<file path="config.mk">
export PLATFORM = sky130hd
export DESIGN_NAME = ym_mix_accum
export DESIGN_NICKNAME = d
export VERILOG_FILES = /design/src/rtl/ym_mix_pkg.sv /design/src/rtl/ym_mix_fifo.sv /design/src/rtl/ym_mix_accum.sv
export SDC_FILE = /design/constraint.sdc
export NUM_CORES = 1
export LEC_CHECK = 0
export ABC_AREA = 1
export CORE_MARGIN = 5
export CORE_UTILIZATION = 59
export CTS_CLUSTER_SIZE = 10
export DETAILED_ROUTE_END_ITERATION = 10
export GPL_TIMING_DRIVEN = 0
export PLACE_DENSITY_LB_ADDON = 0.05
export SYNTH_ARGS = -nofsm -noshare
export SYNTH_HDL_FRONTEND = slang
export SYNTH_SLANG_ARGS = --single-unit
</file>
<file path="constraint.sdc">
create_clock -name MCLK -period 2.69 [get_ports MCLK]
set_input_delay 0.538 -clock MCLK [delete_from_list [all_inputs] [get_ports MCLK]]
set_output_delay 0.538 -clock MCLK [all_outputs]
set_load 0.02 [all_outputs]
</file>
<file path="src/rtl/ym_mix_pkg.sv">
// ym_mix_pkg: shared accumulator sizing, saturation helper and frame type for the stereo mixer.
`default_nettype none

package ym_mix_pkg;

    localparam int MIX_OUT_W = 16;

    typedef struct packed {
        logic signed [MIX_OUT_W-1:0] l;
        logic signed [MIX_OUT_W-1:0] r;
    } mix_frame_t;

    // Room for CH_NUM full-scale samples plus one bit of headroom.
    function automatic int acc_w(input int in_w, input int ch_num);
        return in_w + $clog2(ch_num) + 1;
    endfunction

    function automatic logic signed [63:0] sat_w(input logic signed [63:0] v, input int w);
        logic signed [63:0] hi;
        logic signed [63:0] lo;
        hi = (64'sd1 <<< (w - 1)) - 64'sd1;
        lo = ~hi;
        if (v > hi)
            return hi;
        else if (v < lo)
            return lo;
        else
            return v;
    endfunction

endpackage

`default_nettype wire

</file>
<file path="src/rtl/ym_mix_fifo.sv">
// ym_mix_fifo: first-word fall-through frame FIFO with occupancy level; a read frees room for a same-cycle write.
`default_nettype none

module ym_mix_fifo #(
    parameter int DEPTH = 4,
    parameter int WIDTH = 32
) (
    input  logic                       MCLK,
    input  logic                       IC,
    input  logic                       wr_en,
    input  logic [WIDTH-1:0]           wr_data,
    input  logic                       rd_en,
    output logic [WIDTH-1:0]           rd_data,
    output logic                       empty,
    output logic                       full,
    output logic [$clog2(DEPTH):0]     level
);

    localparam int PTR_W = $clog2(DEPTH);

    if (DEPTH < 2 || (1 << PTR_W) != DEPTH) begin : g_depth_check
        $error("ym_mix_fifo: DEPTH must be a power of 2 and >= 2");
    end

    logic [WIDTH-1:0] mem [DEPTH];
    logic [PTR_W-1:0] wr_ptr;
    logic [PTR_W-1:0] rd_ptr;
    logic [PTR_W:0]   cnt;
    logic             do_wr;
    logic             do_rd;

    assign empty   = (cnt == '0);
    assign full    = (cnt == (PTR_W+1)'(DEPTH));
    assign do_rd   = rd_en & ~empty;
    assign do_wr   = wr_en & (~full | do_rd);
    assign rd_data = mem[rd_ptr];
    assign level   = cnt;

    always_ff @(posedge MCLK or negedge IC) begin
        if (!IC) begin
            wr_ptr <= '0;
            rd_ptr <= '0;
            cnt    <= '0;
        end else begin
            if (do_wr)
                wr_ptr <= wr_ptr + 1'b1;
            if (do_rd)
                rd_ptr <= rd_ptr + 1'b1;
            cnt <= cnt + {{PTR_W{1'b0}}, do_wr} - {{PTR_W{1'b0}}, do_rd};
        end
    end

    always_ff @(posedge MCLK) begin
        if (do_wr)
            mem[wr_ptr] <= wr_data;
    end

endmodule

`default_nettype wire

</file>
<file path="src/rtl/ym_mix_accum.sv">
// ym_mix_accum: per-frame stereo accumulation of time-multiplexed channel samples, saturation and FIFO output.
// Optional build macro YM_MIX_LADDER_EN adds the YM2612 DAC ladder bias (+/-4 per slot and side).
`default_nettype none

module ym_mix_accum
    import ym_mix_pkg::*;
#(
    parameter int CH_NUM     = 6,
    parameter int IN_W       = 9,
    parameter int OUT_W      = 16,
    parameter int GAIN_SH    = 3,
    parameter int FIFO_DEPTH = 4
) (
    input  logic                            MCLK,
    input  logic                            IC,
    input  logic                            slot_en,
    input  logic [$clog2(CH_NUM)-1:0]       ch_idx,
    input  logic signed [IN_W-1:0]          ch_value,
    input  logic [1:0]                      ch_pan,
    output logic                            out_valid,
    input  logic                            out_ready,
    output logic signed [OUT_W-1:0]         out_l,
    output logic signed [OUT_W-1:0]         out_r,
    output logic [$clog2(FIFO_DEPTH):0]     fifo_level,
    input  logic                            err_clr,
    output logic                            seq_err,
    output logic                            sat_flag,
    output logic                            drop_flag
);

    localparam int IDX_W = $clog2(CH_NUM);
    localparam int ACC_W = acc_w(IN_W, CH_NUM);
    localparam int SH_W  = ACC_W + GAIN_SH;
    localparam logic [IDX_W-1:0] LAST_IDX = IDX_W'(CH_NUM - 1);

    if (CH_NUM < 2 || OUT_W < IN_W + $clog2(CH_NUM) - GAIN_SH) begin : g_param_check
        $error("ym_mix_accum: CH_NUM < 2 or OUT_W too narrow");
    end

    typedef struct packed {
        logic signed [OUT_W-1:0] l;
        logic signed [OUT_W-1:0] r;
    } frame_t;

`ifdef YM_MIX_LADDER_EN
    localparam logic signed [ACC_W-1:0] BIAS_POS = ACC_W'(4);
    localparam logic signed [ACC_W-1:0] BIAS_NEG = {ACC_W{1'b1}} - ACC_W'(3);
`endif

    logic signed [ACC_W-1:0] acc_l, acc_r;
    logic signed [ACC_W-1:0] ext_val, bias;
    logic signed [ACC_W-1:0] contrib_l, contrib_r;
    logic signed [ACC_W-1:0] sum_l, sum_r;
    logic signed [SH_W-1:0]  sh_l, sh_r;
    logic signed [63:0]      sat_l, sat_r;
    logic                    clip_l, clip_r;
    logic [IDX_W-1:0]        exp_idx, next_idx;
    logic                    frame_ok;
    logic                    match, close, pop, drop;
    logic                    fifo_empty, fifo_full;
    frame_t                  push_frame, head, last_frame;

    always_comb begin
        ext_val = {{(ACC_W-IN_W){ch_value[IN_W-1]}}, ch_value};
`ifdef YM_MIX_LADDER_EN
        // The ladder bias is applied to both sides even when a side is panned off.
        bias = ch_value[IN_W-1] ? BIAS_NEG : BIAS_POS;
`else
        bias = '0;
`endif
        contrib_l = (ch_pan[1] ? ext_val : '0) + bias;
        contrib_r = (ch_pan[0] ? ext_val : '0) + bias;
        sum_l     = acc_l + contrib_l;
        sum_r     = acc_r + contrib_r;
        sh_l      = SH_W'(sum_l) <<< GAIN_SH;
        sh_r      = SH_W'(sum_r) <<< GAIN_SH;
        sat_l     = sat_w(64'(sh_l), OUT_W);
        sat_r     = sat_w(64'(sh_r), OUT_W);
        clip_l    = (sat_l != 64'(sh_l));
        clip_r    = (sat_r != 64'(sh_r));
        push_frame.l = sat_l[OUT_W-1:0];
        push_frame.r = sat_r[OUT_W-1:0];
    end

    assign match    = (ch_idx == exp_idx);
    assign next_idx = (ch_idx >= LAST_IDX) ? '0 : ch_idx + 1'b1;
    assign close    = slot_en & match & frame_ok & (ch_idx == LAST_IDX);
    assign pop      = out_valid & out_ready;
    assign drop     = close & fifo_full & ~pop;

    always_ff @(posedge MCLK or negedge IC) begin
        if (!IC) begin
            acc_l      <= '0;
            acc_r      <= '0;
            exp_idx    <= '0;
            frame_ok   <= 1'b0;
            seq_err    <= 1'b0;
            sat_flag   <= 1'b0;
            drop_flag  <= 1'b0;
            last_frame <= '0;
        end else begin
            if (slot_en) begin
                exp_idx <= next_idx;
                // Slot 0 always opens a fresh frame, even when it arrives out of sequence.
                if (ch_idx == '0) begin
                    acc_l    <= contrib_l;
                    acc_r    <= contrib_r;
                    frame_ok <= 1'b1;
                end else begin
                    acc_l <= sum_l;
                    acc_r <= sum_r;
                    if (!match)
                        frame_ok <= 1'b0;
                end
            end
            seq_err   <= (slot_en & ~match) | (seq_err & ~err_clr);
            sat_flag  <= (close & (clip_l | clip_r)) | (sat_flag & ~err_clr);
            drop_flag <= drop | (drop_flag & ~err_clr);
            if (out_valid)
                last_frame <= head;
        end
    end

    ym_mix_fifo #(
        .DEPTH (FIFO_DEPTH),
        .WIDTH (2*OUT_W)
    ) u_fifo (
        .MCLK    (MCLK),
        .IC      (IC),
        .wr_en   (close),
        .wr_data (push_frame),
        .rd_en   (pop),
        .rd_data (head),
        .empty   (fifo_empty),
        .full    (fifo_full),
        .level   (fifo_level)
    );

    // An empty FIFO keeps presenting the most recently seen head frame.
    assign out_valid = ~fifo_empty;
    assign out_l     = out_valid ? head.l : last_frame.l;
    assign out_r     = out_valid ? head.r : last_frame.r;

endmodule

`default_nettype wire

</file>
After elaboration in Yosys (flattened, before gate mapping):

Memories as Yosys holds them, arrays and structs flattened.
Cells that the tools add are included.

* add/sub/neg operators: 7
* bitwise gates (word level): 23
* muxes and demuxes: 15
* reduce and logical (&&, ||, !) cells: 3
* equality and inequality tests: 6
* $lt $le $gt $ge: 5

Operators by type and width (count)
* $mux 64: 4
* $ne 64x16->1: 2
* $mux 13: 4
* $gt 16x16->1 const B: 2
* $lt 16x16->1 const B: 2
* $mux 16: 2
* $add 13x13->13: 2
* $and 1x1->1: 13
* $eq 3x3->1 const B: 2
* $logic_not 3->1: 2
* $not 1->1: 5
* $or 1x1->1: 5
* $add 2x1->2 const B: 2
* $mux 1: 4
* $add 3x1->3: 1
* $add 3x1->3 const B: 1
* $eq 3x3->1: 1
* $ge 3x3->1 const B: 1
* $mux 3: 1
* $sub 3x1->3: 1
* $ne 2x1->1 const B: 1
* $reduce_and 2->1: 1

* memories: 1
* input port bits: 19
* logic and storage cells: 72
* output and inout port bits: 39
* flip-flop bits (word level): 72
* memory bits (writable): 128

Memories
* u_fifo.mem: words 4, width 32, read ports 1, clocked after Yosys merged registers in 0, write ports 1, RTL line ym_mix_fifo.sv:25 `logic [WIDTH-1:0] mem [DEPTH];`

Depth between registers and ports, before layout:

Gate-level depths: netlist of run 1.

* word-level depth: 9
* gate-level depth with buffers: 16

Hierarchy:

From an unflattened synthesis of run 1, not the netlist that was laid out.

* cell total of the unflattened synthesis: 982
* area total of the unflattened synthesis: 9520.4 um^2

By module, submodules not included
* ym_mix_fifo: cells an instance 395, area each 5251.3 um^2, times used 1
* ym_mix_accum: cells an instance 587, area each 4269.1 um^2, times used 1

Least setup slack after synthesis of run 1:

No wires, ideal clock.

* path kind: input to register
* start: input port ch_idx[1]
* end: memory u_fifo.mem[0][10], enable pin
* setup time: 0.409 ns
* setup slack: 0.041 ns
* arrival: 2.240 ns
* stages on the path: 6
* path buffers: 0
* cell sequence: inv_1 ha_1 nand2_1 nor2_1 nand3_1 nor2_1

* word-level cells in the longest chain between the ends: 7
* elaborated cells between the ends (all ways): 8
* classes of those cells: eq/ne: 2; mux: 2; bitwise: 4

RTL lines
* start: declaration: RTL line ym_mix_accum.sv:17 `input logic [$clog2(CH_NUM)-1:0] ch_idx,`
* $eq 3x3->1: RTL line ym_mix_accum.sv:85 `assign match = (ch_idx == exp_idx);`
* $and 1x1->1 (2 in a row): RTL line ym_mix_accum.sv:87 `assign close = slot_en & match & frame_ok & (ch_idx == LAST_IDX);`
* $and 1x1->1 *: RTL line ym_mix_accum.sv:87
* $and 1x1->1 *: RTL line ym_mix_fifo.sv:35 `assign do_wr = wr_en & (~full | do_rd);`
* $mux 1 *: RTL line ym_mix_fifo.sv:54 `if (do_wr)`
* $mux 1 (not written as such) *: RTL line ym_mix_fifo.sv:55 `mem[wr_ptr] <= wr_data;`
* end: declaration: RTL line ym_mix_fifo.sv:25

Every way passes the cells marked *; elsewhere a longest branch is shown, timed or not.

Final worst setup path of run 1:

* start: register u_fifo.rd_ptr[0]
* end: output port out_l[14]

* word-level cells in the longest chain between the ends: 2

RTL lines
* start: declaration: RTL line ym_mix_fifo.sv:27 `logic [PTR_W-1:0] rd_ptr;`
* start signal: assignment: RTL line ym_mix_fifo.sv:48 `rd_ptr <= rd_ptr + 1'b1;`
* $mem_v2 4x32
* $mux 16: RTL line ym_mix_accum.sv:141 `assign out_l = out_valid ? head.l : last_frame.l;`
* end: declaration: RTL line ym_mix_accum.sv:22 `output logic signed [OUT_W-1:0] out_l,`

No other way between the ends.

==> impl_summary.md, run 1 <==
Power
IR analysis of the VDD net gives a maximum drop of 0.479 mV. For this design the static power due to leakage is 4.31 nW. Overall power consumption after layout is estimated at 11.2 mW. For this design the ratio of total power to cell area is 1120 nW/um^2.

Clock network
The clock transition time at the flip-flop clock pins of the worst setup and hold paths is 70 ps. CTS saw 170 sinks. The number of H-tree levels is 4. The clock root buffer master is sky130_fd_sc_hd__clkbuf_16.

The clock latency at the later pin of the worst-skew pair is 430 ps. The number of CTS-inserted buffers is 17. In this run the deepest clock path goes through 2 buffers.

TritonCTS built the clock tree.

Worst setup path
The worst register-to-register path ends at u_fifo.mem[0][25]. Data on the critical path arrives at its endpoint at 2100 ps. The worst register-to-register path has a setup slack of 450 ps. The startpoint class of the critical path is a flip-flop. The reg-to-reg critical path startpoint is acc_l[0]. The startpoint-to-endpoint class of the critical path is reg -> out.

Measured in cells, the most critical reg-to-reg path has a length of 8. The sort of element at the end of the critical path is a primary output. At the worst endpoint, the required time is 2150 ps. The top fanout value on the critical path is 10.

Global routing
The met3 capacity usage during global routing is 4.19%. For this run, the total global-route usage over all layers was measured as 24.7%. Entering global routing, the biggest net connects 50 pins. The total overflow left after global routing is 0. The met1 track demand over resource in global routing is 31.7%. After global routing, the most crowded layer is met2.

The global routing met2 resource utilization is 41.4%. The first global-routing pass estimated 31500 um of wire. The number of antenna violations at the first check in global routing is 0. The number of global-route vias before repair came to 6495.

Cells and area
The number of nets in the layout is 984. Fill cells in the final layout number 998. In the final layout, the multi-input gates occupy 3160 sq um. Compared with the post-synthesis result, the final layout area differs by 20.0%.

The repair_antennas step left the layout with diodes totalling 0. The ratio of cells with drive above 1 in the final layout is 15.4%. The final cell count without fillers is 1130.

After routing the design area is 9930 sq um. The storage element area is 4770 sq um.

Placement
After legalization and detailed placement, the total HPWL measured 13400 um. The placed instances occupy a cell area of 9060 sq um. The final weighted congestion of routability-driven global placement is 0.896.

The count of buffers added on input and output ports is 48. The number of placed instances, taps included, is 1097.

Die
The floorplan has 43 rows. Once the floorplan was initialized, standard cells occupied 59.9% of the core. The die covers 16500 sq um. In this run the standard cell core region covers 13800 sq um. The number of placed I/O pins is 58.

The die is 128 um wide. The die span in y is 128 um.

Min path
The path class of the lowest-slack min-delay path is reg -> reg. In this run the most critical hold path is launched from sat_flag. The worst hold path was traced through 2 stages. The worst hold path terminates at sat_flag.

Synth
sky130_fd_sc_hd__edfxtp_1 takes more of the synthesized area than any other cell. By instance count, the leading cell after synthesis is sky130_fd_sc_hd__nor2_1. The number of unique standard cell types used by synthesis is 36. In this run, synthesis inferred 104 flip-flops with an integrated enable. The mean post-synth cell area is 9.59 sq um. The share of the Yosys chip area taken by registers is 57.7%. During synthesis, Yosys emitted a total of 0 warnings.

Synthesis inferred 170 register bits. The synthesized area is 8280 sq um. The top cell type by area accounts for 37.7% of the synthesized area. Counting instances in the post-synthesis netlist gives the leading cell types as sky130_fd_sc_hd__nor2_1, sky130_fd_sc_hd__nand2_1, sky130_fd_sc_hd__edfxtp_1. The async set or reset register ratio after synthesis is 38.8%.

The most used flip-flop cell after synthesis is sky130_fd_sc_hd__edfxtp_1. Synthesis produced 863 cells. After synthesis, the cell types taking the most area are sky130_fd_sc_hd__edfxtp_1, sky130_fd_sc_hd__dfrtp_1, sky130_fd_sc_hd__nor2_1.

Drt
The pre-antenna-repair detailed-routing pass consisted of 5 iterations. The per-cell via count in the routed design is 5.52. The violation count after the first detailed-routing iteration is 476.

For this run, design rule violations remaining after detail routing come to 0. The count of antenna-violating nets left after detailed routing is 0. The routed design has 19500 um of wire. The total via count in the routed design is 6243.

The average wire per standard cell is 17.2 um.

Timing
The maximum operating frequency is 0.379 GHz. The clock arrives with 11.1 ps of skew. The max-slew violation total from the final report came to 0. Dividing the final minimum period by the clock period gives 98.2%. The worst path in the final design needs a cycle of 2640 ps, including I/O delays and setup. After routing, the total negative slack on setup checks comes to 0 ps. For the pin with the worst max-slew slack, the measured transition is 906 ps. Setup violations remaining at the end of the flow were counted as 0. The number of endpoints with negative hold slack in the final report was 0. In this run the tightest slew margin relative to its limit is 39.5%.

Run
The max-cap violation count is 0.

Status
The flow ran to the end, and the final reports show no timing, DRC or antenna violations.
## placed cells by master (no fill, tap or decap), types with 5 or more instances in the layout
cell type and instances:
sky130_fd_sc_hd__clkbuf_2 6, sky130_fd_sc_hd__edfxtp_1 104, sky130_fd_sc_hd__o21ai_0 51, sky130_fd_sc_hd__clkdlybuf4s15_2 24, sky130_fd_sc_hd__and2_1 7, sky130_fd_sc_hd__nor2_4 5, sky130_fd_sc_hd__nand2_1 154, sky130_fd_sc_hd__nor2_1 158
sky130_fd_sc_hd__dfrtp_1 66, sky130_fd_sc_hd__nand3_1 27, sky130_fd_sc_hd__inv_1 89, sky130_fd_sc_hd__o21ai_1 10, sky130_fd_sc_hd__a31oi_1 8, sky130_fd_sc_hd__clkbuf_16 17, sky130_fd_sc_hd__buf_2 10, sky130_fd_sc_hd__a22oi_1 9
sky130_fd_sc_hd__clkbuf_4 7, sky130_fd_sc_hd__a31oi_2 18, sky130_fd_sc_hd__xor2_1 9, sky130_fd_sc_hd__conb_1 6, sky130_fd_sc_hd__clkdlybuf4s50_1 20, sky130_fd_sc_hd__buf_4 11, sky130_fd_sc_hd__xnor2_1 14, sky130_fd_sc_hd__nand3_2 6
sky130_fd_sc_hd__o211ai_1 5, sky130_fd_sc_hd__ha_1 25, sky130_fd_sc_hd__a21oi_1 22
## stage by stage
step                hold slack [ps]  setup slack (ps)  util (%)
floorplan                       242              41.0         -
CTS                             516             -1.06      71.2
finish                          514              49.5      71.8
global route                    534             -45.5      71.8
detailed placement              441              -545      65.5
global placement                471             -1470      65.1
## how the worst max path moves through the flow
stage	start	end	slack [ps]	cells past startpoint
floorplan	ch_idx[1]	u_fifo.mem[0][10]	40	6
global placement	ch_idx[0]	u_fifo.mem[1][12]	-1470	6
detailed placement	ch_idx[0]	u_fifo.mem[1][9]	-550	6
CTS	u_fifo.level[1]	out_r[9]	-1	7
global route	u_fifo.rd_ptr[0]	out_l[14]	-50	7
finish	u_fifo.rd_ptr[0]	out_l[14]	50	7
## repair_timing
| item | 4_1_cts | 5_1_grt |
|---|---|---|
| hold buffers | 1 | 0 |
| gates resized for setup | 138 | 32 |
| pin swaps | 1 | 1 |
| buffers inserted | 0 | 0 |
| endpoints found under the setup margin | 131 | 97 |
| hold endpoints to repair | 17 | 0 |
## worst max-delay path, cell delays in order, from the launching register on
cell and delay (ps):
sky130_fd_sc_hd__dfrtp_1 330, sky130_fd_sc_hd__buf_2 210, sky130_fd_sc_hd__clkbuf_4 270, sky130_fd_sc_hd__nor2_1 90
sky130_fd_sc_hd__nor2_1 100, sky130_fd_sc_hd__o21ai_0 160, sky130_fd_sc_hd__a31oi_2 220, sky130_fd_sc_hd__clkdlybuf4s15_2 280
## routing by layer
layer,vias up,wire length (um)
met5,-,0
met4,0,477
met3,43,1130
met2,191,9630
met1,3023,8220
li1,2986,-
## power breakdown
| group | total [mW] | switching, mW | leakage [nW] | internal (mW) |
|---|---|---|---|---|
| sequential | 3.73 | 0.220 | 1.71 | 3.51 |
| clock | 2.54 | 1.05 | 0.292 | 1.50 |
| combinational | 4.89 | 3.11 | 2.31 | 1.78 |
## logic make-up after synthesis
family / Yosys count / share of synthesized area, %
xor+xnor: 25 / 2.64
other cells: 1 / 0.0453
compound gates: 133 / 9.16
simple gates: 374 / 19.0
fa+ha+maj: 28 / 4.50
flops: 170 / 57.7
buf+inv: 132 / 6.95
## cell type report
| type | instances | area share (%) |
|---|---|---|
| Sequential cell | 170 | 48.1 |
| Inverter | 94 | 3.60 |
| Clock buffer | 19 | 4.46 |
| Multi-Input combinational cell | 566 | 31.8 |
| Tap cell | 180 | 2.27 |
| Clock inverter | 13 | 1.68 |
| Buffer | 38 | 2.75 |
| Timing Repair Buffer | 50 | 5.38 |
## state kept, by name, summed over array words and instances, names as in the netlist
signal	count
u_fifo.rd_ptr	2
seq_err	1
drop_flag	1
exp_idx	3
frame_ok	1
acc_r	13
u_fifo.level	3
u_fifo.mem	104
u_fifo.wr_ptr	2
last_frame	26
sat_flag	1
acc_l	13
(Power assumes the default switching activity.)
==> run 2, diff against run 1 <==
Settings changed: SLEW_MARGIN set to 20.
==> impl_summary.md, run 2 (synthesis results as in run 1) <==
Drt
The per-cell via count in the routed design is 5.45 (-1.3%). The final routed wirelength across all metal layers is 19800 um (+1.7%). The count of antenna-violating nets left after detailed routing was 0 (unchanged). The detailed-route DRC error count came to 0 (unchanged).

The average wire per standard cell was 17.4 um (+1.3%). The count of TritonRoute iterations in the first routing pass is 5 (unchanged). The total via count in the routed design is 6181 (-0.99%). The violation count after the first detailed-routing iteration came to 586 (+23%).

Status
The run finished with clean final reports.

Die
The die span in y is 128 um (unchanged). The row count is 43 (unchanged). The floorplan die area was 16500 sq um (unchanged). The horizontal extent of the die was 128 um (unchanged). The total core area is 13800 sq um (unchanged). The number of placed I/O pins is 58 (unchanged). The initial cell density of the core is 59.9% (unchanged).

Timing
The setup TNS after final layout is 0 ps (unchanged). The max-slew headroom at the worst pin is 54.1% (+15 points). The final setup violation count came to 0 (unchanged). The max-slew violation total from the final report came to 0 (unchanged). Setup repair after global routing could not meet its margin everywhere. The shortest period the worst path allows is 2610 ps (-29.4 ps).

The measured slew at the worst slew-check pin was 688 ps (-217 ps). The number of endpoints with negative hold slack in the final report came to 0 (unchanged). The smallest hold slack came to 514 ps (-0.378 ps). The setup clock skew after layout is 8.29 ps (-2.84 ps).

The share of the cycle needed by the critical path after routing is 97.1% (-1.1 points). The worst-case setup margin in the final layout is 78.9 ps (+29.4 ps). The maximum operating frequency is 0.383 GHz (+1.1%).

Cells and area
The top cell types in the final layout, fill and taps aside, are sky130_fd_sc_hd__nor2_1, sky130_fd_sc_hd__nand2_1, sky130_fd_sc_hd__edfxtp_1. Leaving out fill and tap cells, the most frequent cell in the layout is sky130_fd_sc_hd__nor2_1. u_fifo.mem holds more flip-flops than any other register.

The number of nets in the layout is 988 (+0.41%). The number of flip-flops under the largest register name is 104 (unchanged). Relative to the synthesized area, the layout overhead comes to 19.3%. The final cell count without fillers is 1134 (+0.35%).

The ratio of cells with drive above 1 in the final layout is 14.9% (-0.48 points). The cell area after layout is 9870 sq um (-0.59%). The core occupancy in the finished layout is 71.4% (-0.43 points). The number of diodes added for antenna fixing came to 0 (unchanged). The largest registers in the layout are u_fifo.mem (104), last_frame (26).

Power
The power density normalized to cell area was 1100 nW/um^2 (-1.8%). The total power consumption of the routed design is 10.9 mW (-2.4%). The largest voltage drop on the vdd net came to 0.539 mV (+13%).

The leakage power summed over all cells is 4.32 nW (about the same).

Worst setup path
The length in cells of the worst reg-to-reg path is 9 (+1). The register-to-register setup slack is 450 ps (about the same). In this design, the critical path's most frequently occurring cell is sky130_fd_sc_hd__nor2_2. The startpoint identified for the worst register-to-register timing path is acc_l[0].

The data arrival time of the worst path was 2070 ps (-30 ps). The required time at the endpoint of the critical path is 2150 ps (about the same). Traced cell by cell, the critical path runs through nor2_2, inv_1, nor2_2, inv_2, buf_4, a31oi_1, clkdlybuf4s15_2. The delay of the slowest cell on the worst path is 430 ps (+100 ps). The startpoint class of the critical path is a flip-flop.

The termination of the worst setup path is out_l[14]. The terminus of the critical flop-to-flop path is acc_l[8]. The top fanout value on the critical path is 10 (unchanged).

The cell with the largest stage delay on the worst path is sky130_fd_sc_hd__dfrtp_1. The timing startpoint of the critical path is u_fifo.level[1]. The sort of element at the end of the critical path is a primary output. By startpoint and endpoint, the worst setup path is classified as reg -> out.

Clock network
TritonCTS built the clock tree. The count of clock tree sinks is 170 (unchanged). The number of H-tree levels is 4 (unchanged). The clock transition time at the flip-flop clock pins of the worst setup and hold paths came to 70 ps (about the same). The number of CTS-inserted buffers was 17 (unchanged). The deepest clock path buffer count is 2 (unchanged). The tree is rooted in a sky130_fd_sc_hd__clkbuf_16. The clock latency at the later pin of the worst-skew pair is 430 ps (about the same).

Placement
The total placed instance area was 9160 sq um (+1.1%). The minimum setup slack after placement is -398 ps (+147 ps). The count of input and output buffers was 48 (unchanged).

The HPWL reported at the end of detailed placement is 13800 um (+3.3%). The cell count after placement is 1101 (+0.36%). The final weighted congestion of routability-driven global placement is 0.896 (unchanged).

Global routing
The number of global-route vias before repair is 6489 (-0.092%). The maximum number of pins on one net before global-route repair is 50 (unchanged). The overall fraction of global-route tracks in use is 24.9% (+0.26 points).

The number of antenna violations at the first check in global routing is 0 (unchanged). The total grt overflow came to 0 (unchanged). The first-pass GRT wire length is 32000 um (+1.5%).

Min path
The tightest min-delay check is of the reg -> reg type.

Run
The max-cap violation count was 0 (unchanged).
-- run 2: how the worst min path moves through the flow --
stage / start / to / slack [ps] / cells past startpoint
2_1_floorplan: IC / acc_l[0] / 240 / 0
3_5_place_dp: IC / last_frame[25] / 440 / 1
5_1_grt: acc_l[4] / acc_l[4] / 550 / 2
3_3_place_gp: sat_flag / sat_flag / 470 / 2
4_1_cts: acc_r[3] / acc_r[3] / 520 / 2
6_report: sat_flag / sat_flag / 510 / 2
-- run 2: power breakdown --
part / leakage, nW / internal (mW) / switching, mW
combinational: 2.33 / 1.64 / 3.12
sequential: 1.71 / 3.51 / 0.219
clock: 0.270 / 1.37 / 1.04
-- run 2: layout make-up --
class / count / area, sq um
Clock inverter: 14 / 145
Tap cell: 180 / 225
Inverter: 94 / 358
Buffer: 38 / 265
Fill cell: 1003 / 3950
Clock buffer: 18 / 429
Multi-Input combinational cell: 566 / 3120
Sequential cell: 170 / 4770
Timing Repair Buffer: 54 / 559
-- run 2: what timing repair did --
item / CTS / global route
buffers inserted: 0 / 0
pin swaps: 0 / 1
hold buffers: 1 / 0
hold endpoints to repair: 17 / 0
setup endpoints to repair: 27 / 36
resized for setup: 123 / 50
-- run 2: critical path, delay by kind of cell, from the launching register on --
kind	cells	cell delay, ps
AND/OR/NAND/NOR	2	270
AO/OA/AOI/OAI	1	240
buffers and inverters	4	690
flip-flops	1	430
-- run 2: metal layers --
metal	vias to the layer above	global-route usage [%]	share of wire, %
met2	167	42.6	50
met4	0	9.43	2.0
met3	32	4.69	4.8
li1	3000	-	-
met1	2982	31.8	43
met5	-	0	0
==> run 3, diff against run 2 <==
Settings changed: ABC_AREA 1 to 0.
==> impl_summary.md, run 3 <==
Status
The run finished with clean final reports.

Timing
The max-slew headroom at the worst pin came to 55.3% (+1.2 points). The max-slew violation total from the final report came to 0 (unchanged). The measured slew at the worst slew-check pin is 670 ps (-18.2 ps). The maximum operating frequency is 0.374 GHz (-2.3%). The setup clock skew after layout is 6.84 ps (-1.45 ps).

The shortest period the worst path allows is 2670 ps (+62.7 ps). The final setup violation count is 0 (unchanged). Setup repair after global routing could not meet its margin everywhere. The worst-case setup margin in the final layout is 16.2 ps (-62.7 ps). The share of the cycle needed by the critical path after routing is 99.4% (+2.3 points). The number of endpoints with negative hold slack in the final report is 0 (unchanged).

Drt
The violation count after the first detailed-routing iteration is 434 (-26%). The final routed wirelength across all metal layers is 18900 um (-4.3%). The detailed-route DRC error count is 0 (unchanged).

The count of TritonRoute iterations in the first routing pass is 5 (unchanged). The count of antenna-violating nets left after detailed routing was 0 (unchanged). The per-cell via count in the routed design is 5.93 (+8.8%). The total via count in the routed design is 5354 (-13%). The average wire per standard cell was 21.0 um (+20%).

Worst setup path
The worst setup path is launched from a flip-flop. The startpoint-to-endpoint class of the critical path is reg -> out. The required time at the endpoint of the critical path came to 2150 ps (about the same). The top fanout value on the critical path is 8 (-2).

STA classifies the critical path endpoint as a primary output. The data arrival time of the worst path is 2140 ps (+70 ps).

Synth
The xor/xnor share of the synthesized area is 3.20% (+0.56 points). The post-synthesis instance total is 614 (-29%). The post-synthesis simple-gate area fraction is 8.92% (-10 points).

The compound-cell area share of the yosys netlist came to 9.32% (+0.16 points). The async set or reset register ratio after synthesis is 38.8% (unchanged). The cell with the most instances after synthesis is sky130_fd_sc_hd__edfxtp_1.

The share of the synthesized area in the top cell type came to 38.1% (+0.35 points). The sequential-to-total area share from yosys stat is 58.2% (+0.53 points). By count the netlist is led by sky130_fd_sc_hd__edfxtp_1, sky130_fd_sc_hd__dfrtp_1, sky130_fd_sc_hd__nor2_1. By area the synthesized netlist is led by sky130_fd_sc_hd__edfxtp_1, sky130_fd_sc_hd__dfrtp_1, sky130_fd_sc_hd__mux4_2. The total of warnings raised by yosys came to 0 (unchanged). The biggest area contributor in the post-synthesis netlist is sky130_fd_sc_hd__edfxtp_1. The number of enable flip-flop cells after synthesis came to 104 (unchanged). The share of synthesized area spent on multiplexers came to 12.0% (+12 points). The mean post-synth cell area was 13.4 sq um (+39%). The adder and majority gate portion of the synthesized area was 4.54% (+0.041 points). The register bit total from synthesis is 170 (unchanged).

After synthesis, the largest family of logic cells by area is multiplexers. For this run, the leading register cell type out of synthesis is sky130_fd_sc_hd__edfxtp_1. The synthesized area is 8200 sq um (-0.91%). The number of unique standard cell types used by synthesis was 61 (+69%).

Power
The leakage power summed over all cells is 3.95 nW (-8.5%). The total power consumption of the routed design is 11.3 mW (+3.5%). The power density normalized to cell area is 1110 nW/um^2 (+0.79%).

The largest voltage drop on the vdd net is 0.519 mV (-3.8%).

Die
The total core area was 13800 sq um (-0.39%). The horizontal extent of the die is 128 um (-0.42%). The floorplan die area was 16400 sq um (-0.84%). The initial cell density of the core is 59.6% (-0.31 points). The die span in y is 128 um (-0.42%). The row count is 43 (unchanged). The number of placed I/O pins was 58 (unchanged).

Clock network
The number of CTS-inserted buffers is 17 (unchanged). The number of H-tree levels is 4 (unchanged). The deepest clock path buffer count came to 2 (unchanged).

The total of hold buffers inserted after clock tree synthesis came to 0 (-1). The clock transition time at the flip-flop clock pins of the worst setup and hold paths is 70 ps (about the same). TritonCTS built the clock tree. The clock latency at the later pin of the worst-skew pair is 430 ps (about the same). The count of clock tree sinks is 170 (unchanged). The tree is rooted in a sky130_fd_sc_hd__clkbuf_16.

Placement
The final weighted congestion of routability-driven global placement is 0.864 (-3.5%). The HPWL reported at the end of detailed placement is 12500 um (-10%). The cell count after placement is 854 (-22%). The count of input and output buffers is 50 (+4.2%).

The total placed instance area was 9080 sq um (-0.92%). The minimum setup slack after placement came to -1230 ps (-837 ps).

Global routing
The overall fraction of global-route tracks in use is 23.7% (-1.2 points). The first-pass GRT wire length is 29500 um (-7.8%). The met3 capacity usage during global routing is 5.33% (+0.64 points). The number of global-route vias before repair is 5516 (-15%).

The number of antenna violations at the first check in global routing is 0 (unchanged). The global routing met2 resource utilization is 39.0% (-3.6 points). The maximum number of pins on one net before global-route repair is 47 (-6.0%).

The met1 track demand over resource in global routing is 31.1% (-0.73 points). The global routing stage identified its most utilized layer as met2. The total grt overflow is 0 (unchanged).

Cells and area
The number of diodes added for antenna fixing is 0 (unchanged). The largest registers in the layout are u_fifo.mem (104), last_frame (26). The storage element area came to 4780 sq um (about the same).

The ratio of cells with drive above 1 in the final layout was 29.3% (+14 points). The final cell count without fillers was 903 (-20%). The cell area after layout is 10100 sq um (+2.7%).

Leaving out fill and tap cells, the most frequent cell in the layout is sky130_fd_sc_hd__edfxtp_1. The top cell types in the final layout, fill and taps aside, are sky130_fd_sc_hd__edfxtp_1, sky130_fd_sc_hd__dfrtp_1, sky130_fd_sc_hd__nor2_1. The layout-stage area growth over the synthesis result is 23.6%. The core occupancy in the finished layout is 73.6% (+2.2 points). The register with the most flip-flops in the final layout is u_fifo.mem. The number of filler cells placed in the layout came to 937 (-6.6%).

The number of flip-flops under the largest register name is 104 (unchanged). The number of nets in the layout is 757 (-23%). The total area of multi-input combinational cells is 3420 sq um (+9.8%).

Min path
The path class of the lowest-slack min-delay path is in -> async.

Run
The max-cap violation count is 0 (unchanged).
-- run 3: cell types whose count changed in the layout (fill, tap and decap cells not counted), sizes merged, moves of 11 or more --
cell           previous run  this run
mux2                      0        26
and2                      8        24
a31oi                    28        11
o21ai                    61        21
nor2                    167        40
mux4                      0        26
inv                      96        32
mux2i                     0        11
nand2                   162        36
nand3                    36        11
clkdlybuf4s15            11         0
buf                      43        72
-- run 3: final timing paths --
kind	start	end	slack (ps)	cells after the start
max	u_fifo.rd_ptr[0]	out_l[9]	20	6
min	IC	last_frame[5]	5	1
max reg2reg	acc_l[0]	u_fifo.mem[3][31]	120	8
min reg2reg	last_frame[28]	last_frame[28]	490	1
max in group asynchronous	IC	acc_r[10]	2110	2
min in group MCLK	last_frame[28]	last_frame[28]	490	1
-- run 3: what timing repair did --
action                                  CTS  global route
pin swaps                                13            11
endpoints found under the setup margin   80           117
resized for setup                       129            65
gates cloned                              1             1
buffers inserted                         12             5
-- run 3: cell type report --
cell class,instances,share of cell area [%]
repair buffers,74,6.96
multi-input cells,386,33.8
well taps,180,2.22
inverters,24,0.889
flip-flops and latches,170,47.1
plain buffers,37,2.69
clock inverters,14,2.02
clock buffers,18,4.33
-- run 3: logic make-up (layout without fill, tap and decap cells) --
| logic type | count (synthesis) | count (layout) |
|---|---|---|
| other | 1 | 6 |
| xor gates and xnor gates | 30 | 30 |
| AOI/OAI and AO/OA | 114 | 114 |
| muxes | 63 | 63 |
| adders and majority gates | 28 | 28 |
| buffers and inverters | 63 | 167 |
| DFF | 170 | 170 |
| and+or+nand+nor | 145 | 145 |
-- run 3: per-layer routing --
| metal | share of wire, % | vias to the layer above |
|---|---|---|
| li1 | - | 2468 |
| met1 | 43 | 2687 |
| met2 | 50 | 176 |
| met3 | 5.1 | 23 |
| met4 | 2.5 | 0 |
| met5 | 0 | - |
-- run 3: worst max-delay path, stage by stage (launching register included) --
cell and delay, ps:
sky130_fd_sc_hd__dfrtp_1 380, sky130_fd_sc_hd__buf_12 160, sky130_fd_sc_hd__buf_12 110, sky130_fd_sc_hd__buf_16 110
sky130_fd_sc_hd__mux4_2 490, sky130_fd_sc_hd__mux2_2 280, sky130_fd_sc_hd__buf_2 160
-- run 3: where the power goes --
part	switching (mW)	total (mW)	internal [mW]	leakage, nW
clock	1.07	2.67	1.61	0.320
sequential	0.264	3.82	3.56	1.70
combinational	2.56	4.77	2.22	1.93
-- run 3: metrics by stage --
| step | setup TNS [ps] | hold slack, ps |
|---|---|---|
| 2_1_floorplan | -35.8 | 242 |
| 3_3_place_gp | -261970 | 476 |
| 3_5_place_dp | -89820 | 468 |
| 4_1_cts | -329 | 6.10 |
| 5_1_grt | -324 | 13.0 |
| 6_report | 0 | 5.33 |
